## src/rtl/logic_unit_serial.sv

```systemverilog
// rtl/logic_unit_serial.sv - multi-cycle bitwise logic unit, SLICE bits per clock LSB first
module logic_unit_serial #(
  parameter int WIDTH = 32,
  parameter int SLICE = 8
) (
  input  logic             clk,
  input  logic             rst_n,
  input  logic             start,
  input  logic [2:0]       op,
  input  logic [WIDTH-1:0] a,
  input  logic [WIDTH-1:0] b,
  output logic             busy,
  output logic             done,
  output logic [WIDTH-1:0] result,
  output logic             zero,
  output logic             parity
);

  localparam int N  = WIDTH / SLICE;
  localparam int CW = (N > 1) ? $clog2(N) : 1;

  typedef enum logic [1:0] {IDLE, BUSY, DONE} state_t;

  state_t           state;
  logic [CW-1:0]    cnt;
  logic [WIDTH-1:0] a_sh, b_sh, acc, acc_next;
  logic [2:0]       op_sh;
  logic [SLICE-1:0] sa, sb, sr;
  logic             accept, last;
  int               base;

  assign accept = start && (state != BUSY);
  assign last   = (cnt == CW'(N - 1));

  always_comb begin
    base = int'(cnt) * SLICE;
    sa   = a_sh[base +: SLICE];
    sb   = b_sh[base +: SLICE];
    case (op_sh)
      3'b000:  sr = sa & sb;
      3'b001:  sr = sa | sb;
      3'b010:  sr = sa ^ sb;
      3'b011:  sr = ~(sa & sb);
      3'b100:  sr = ~(sa | sb);
      3'b101:  sr = ~(sa ^ sb);
      3'b110:  sr = sa & ~sb;
      default: sr = ~sa;
    endcase
    acc_next              = acc;
    acc_next[base +: SLICE] = sr;
  end

  // result/flags load from acc_next so the final slice lands in the same edge as done
  always_ff @(posedge clk or negedge rst_n) begin
    if (!rst_n) begin
      state  <= IDLE;
      cnt    <= '0;
      a_sh   <= '0;
      b_sh   <= '0;
      op_sh  <= '0;
      acc    <= '0;
      busy   <= 1'b0;
      done   <= 1'b0;
      result <= '0;
      zero   <= 1'b1;
      parity <= 1'b0;
    end else begin
      done <= 1'b0;
      if (accept) begin
        state <= BUSY;
        busy  <= 1'b1;
        cnt   <= '0;
        acc   <= '0;
        a_sh  <= a;
        b_sh  <= b;
        op_sh <= op;
      end else if (state == BUSY) begin
        acc <= acc_next;
        cnt <= cnt + CW'(1);
        if (last) begin
          state  <= DONE;
          busy   <= 1'b0;
          done   <= 1'b1;
          result <= acc_next;
          zero   <= ~|acc_next;
          parity <= ^acc_next;
        end
      end else begin
        state <= IDLE;
      end
    end
  end

endmodule

```

## config.mk

```make
export PLATFORM = sky130hd
export DESIGN_NAME = logic_unit_serial
export DESIGN_NICKNAME = d
export VERILOG_FILES = /design/src/rtl/logic_unit_serial.sv
export SDC_FILE = /design/constraint.sdc
export NUM_CORES = 1
export LEC_CHECK = 0
export ABC_AREA = 0
export CAP_MARGIN = 30
export CORE_AREA = 2 2 127 129
export CTS_CLUSTER_DIAMETER = 150
export DETAILED_ROUTE_END_ITERATION = 7
export DIE_AREA = 0 0 129 131
export GPL_ROUTABILITY_DRIVEN = 0
export HOLD_SLACK_MARGIN = 0.12
export MAX_ROUTING_LAYER = met4
export PLACE_DENSITY_LB_ADDON = 0.3
export SETUP_SLACK_MARGIN = 0.02
export SLEW_MARGIN = 20
export SYNTH_ARGS = -nofsm -noshare
export SYNTH_HDL_FRONTEND = slang
export SYNTH_SLANG_ARGS = --single-unit
```

## constraint.sdc

```tcl
create_clock -name clk -period 5.1 [get_ports clk]
set_input_delay 0.765 -clock clk [delete_from_list [all_inputs] [get_ports clk]]
set_output_delay 0.765 -clock clk [all_outputs]
set_load 0.01 [all_outputs]
```

==> results.py <==
metrics = {
    "pwr": {
        "power_leakage_nw": 4.11,
        "peakVddDrop_uv": 397,
        "pwr_density_cell_nw_per_um2": 778,
        "power_mw": 7.34,
    },
    "synthesis": {
        "netlist.area_leader.share_pct": 45.6,
        "yosysUniqueCellTypes": 68,
        "syn_inst": 685,
        "yosysTopAreaCell": "dfrtp_1",
        "synth_area_leaders": "dfrtp_1, mux2_2, ha_1",
        "netlist_area_um2": 7570,
        "synth_flop_cell": "dfrtp_1",
        "synth_edf_count": 0,
        "synth_warnings": 0,
        "syn_area_per_cell_um2": 11.1,
        "ys_seq_elements": 139,
        "yosysSeqAreaShare_pct": 46.0,
        "synthArstFlopShare_pct": 100,
        "synth_nets": 785,
    },
    "cells_and_area": {
        "fin_cells": 1009,
        "final_area_um2": 9440,
        "final-seq-area_um2": 3480,
        "area_growth_pct": 24.7,
        "drive_gt1_share_pct": 18.4,
        "diodes": 0,
        "fin_nets": 881,
        "multi_input_area_um2": 3760,
        "fillers": 1298,
    },
    "floorplanning": {
        "core_area_um2": 15600,
        "io_pins": 106,
        "die_area_um2": 16900,
        "start_util_pct": 48.5,
        "fp-row-count": 46,
        "die_y_um": 131,
        "die_w_um": 129,
    },
    "global_route": {
        "antenna_found_initial": 0,
        "grt_max_degree": 92,
        "grt_pass1_wl_mm": 30.7,
        "grt_pass1_vias": 6124,
        "overflow": 0,
        "grt_usage_pct": 24.1,
    },
    "critical_path": {
        "critPathMaxFanout": 15,
        "arrival_ns": 4.88,
        "worstPathRequired_ns": 5.38,
        "worstSetupPathType": "reg -> reg",
        "start_kind": "flop",
        "end_kind": "flop",
        "reg2reg_slack_ns": 0.50,
    },
    "drt": {
        "first_pass_iters": 4,
        "avgViaCountPerCell": 5.71,
        "wirelength_mm": 18.7,
        "initialDrtViolationCount": 446,
        "vias": 5766,
        "antenna_left": 0,
        "route.detailed.wl_per_inst_um": 18.5,
        "drc": 0,
    },
    "sta": {
        "setup_tns_ns": 0,
        "rsz0062_at_grt": "no",
        "hold_viol_final": 0,
        "finalClockSkew_ns": 0.0107,
        "fmax_mhz": 218,
        "period_share_pct": 90.1,
        "min_period_ns": 4.60,
        "setup_viol": 0,
        "maxSlewHeadroom_pct": 40.3,
        "drv_slew": 0,
        "worst_pin_slew_ns": 0.894,
    },
    "placement": {
        "place.port_buffers": 105,
        "placed_cells": 977,
        "placedInstanceArea_um2": 8800,
        "dp_hpwl_mm": 13.3,
    },
    "min_path": {
        "hp-class": "in -> async",
    },
    "outcome": {
        "outcome": "complete, no violations",
    },
    "clock_tree": {
        "root_buffer": "clkbuf_16",
        "cts_buffers": 17,
        "clk_pin_slew_ns": 0.07,
        "clockBufferDepth": 2,
        "ctsResizeCount": 0,
        "htreeDepth": 4,
        "post-cts-setup-buffers": 0,
        "clk_latency_ns": 0.43,
        "cts_tree": "done",
        "holdBufCountCts": 0,
        "clock-sinks": 139,
    },
    "flow_run": {
        "max-cap-violations": 0,
    },
}
==> kinds of logic (layout without fill, tap and decap cells) <==
| kind of cell | after synthesis | count (layout) | synth area share [%] |
|---|---|---|---|
| compound gates | 144 | 144 | 13.3 |
| buf+inv | 79 | 187 | 4.35 |
| mux | 90 | 90 | 15.8 |
| fa+ha+maj | 30 | 30 | 4.96 |
| simple gates | 179 | 179 | 11.8 |
| xor+xnor | 24 | 24 | 3.87 |
| flops | 139 | 139 | 46.0 |
==> placed cells by master (no fill, tap or decap), drive strengths merged, types with 6 or more instances in the layout <==
cell type,synthesis,final
a21oi,12,12
a22oi,9,9
a31oi,8,8
a32oi,8,8
buf,16,13
clkbuf,24,19
clkdlybuf4s50,0,104
dfrtp,138,138
ha,30,30
inv,37,40
mux2,73,73
mux4,16,16
nand2,89,89
nand2b,7,7
nand3,8,8
nand3b,21,21
nor2,17,17
nor2b,8,8
o21ai,55,55
o22ai,7,7
o31ai,14,14
xnor2,16,16
xnor3,6,6
==> sequential cells by signal, indices dropped and copies added (netlist names) <==
signal,flops
busy,1
parity,1
cnt,2
state,2
zero,1
result,32
b_sh,32
op_sh,3
a_sh,32
done,1
acc,32
==> synthesized netlist by cell type, types with 3 or more instances <==
master,instances
a21oi_1,12
a22oi_1,9
a2bb2oi_1,4
a31oi_1,8
a32oi_1,7
and3_1,5
buf_1,4
buf_2,8
clkbuf_1,24
dfrtp_1,138
ha_1,30
inv_1,37
mux2_2,71
mux4_2,16
nand2_1,88
nand2b_1,7
nand3_1,8
nand3b_1,21
nor2_1,17
nor2b_1,8
nor3_1,5
o211a_1,3
o211ai_1,4
o21ai_0,52
o21ai_1,3
o22ai_1,6
o31ai_1,13
o32ai_1,3
or3_1,4
xnor2_1,16
xnor3_1,6
==> through the flow <==
stage | utilization, % | worst slack, ns | hold WS [ns]
after global placement | 56.4 | 0.653 | 0.460
after CTS | 60.3 | 0.491 | 0.453
after floorplan | - | 0.746 | 0.459
after global routing | 60.5 | 0.106 | 0.476
final | 60.5 | 0.504 | 0.393
after detailed placement | 56.4 | 0.560 | 0.463
==> report_power, final <==
part / leakage, nW / internal [mW] / switching (mW)
clock network: 0.294 / 0.799 / 0.503
registers: 1.76 / 1.59 / 0.387
logic: 2.05 / 1.98 / 2.08
==> layout make-up <==
type	count	share of cell area, %
clock buffer	19	4.80
clock inverter	12	1.74
inverter	39	1.55
multi-input combinational	467	39.9
sequential	139	36.9
tap	216	2.86
timing repair buffer	117	12.3
==> critical path: stages (launching register included) <==
cell and delay (ns):
dfrtp_1 0.78, buf_4 0.37, mux4_2 0.58, inv_1 0.11
ha_1 0.16, nor4bb_1 0.34, a311oi_1 0.10, a31oi_1 0.45
a22oi_1 0.24, xor2_1 0.27, xnor3_1 0.27, xnor2_1 0.15
xnor3_1 0.42, xnor2_1 0.15, o21ai_1 0.08
==> path summary, 6_finish.rpt <==
kind	start	endpoint	cells past startpoint
worst min-delay path	rst_n	result[13]	1
min in group clk	result[27]	result[27]	2
max in group asynchronous	rst_n	op_sh[1]	2
worst max register to register	cnt[0]	parity	14
worst max-delay path	cnt[0]	parity	14
worst min register to register	result[27]	result[27]	2
==> routing by layer <==
metal / vias to the layer above / global-route usage [%] / part of all wire, %
li1: 2651 / - / -
met1: 2860 / 28.3 / 41
met2: 208 / 40.1 / 50
met3: 47 / 5.94 / 6.0
met4: 0 / 9.72 / 3.0
met5: - / - / 0
Power figures use the tool's default switching activity.
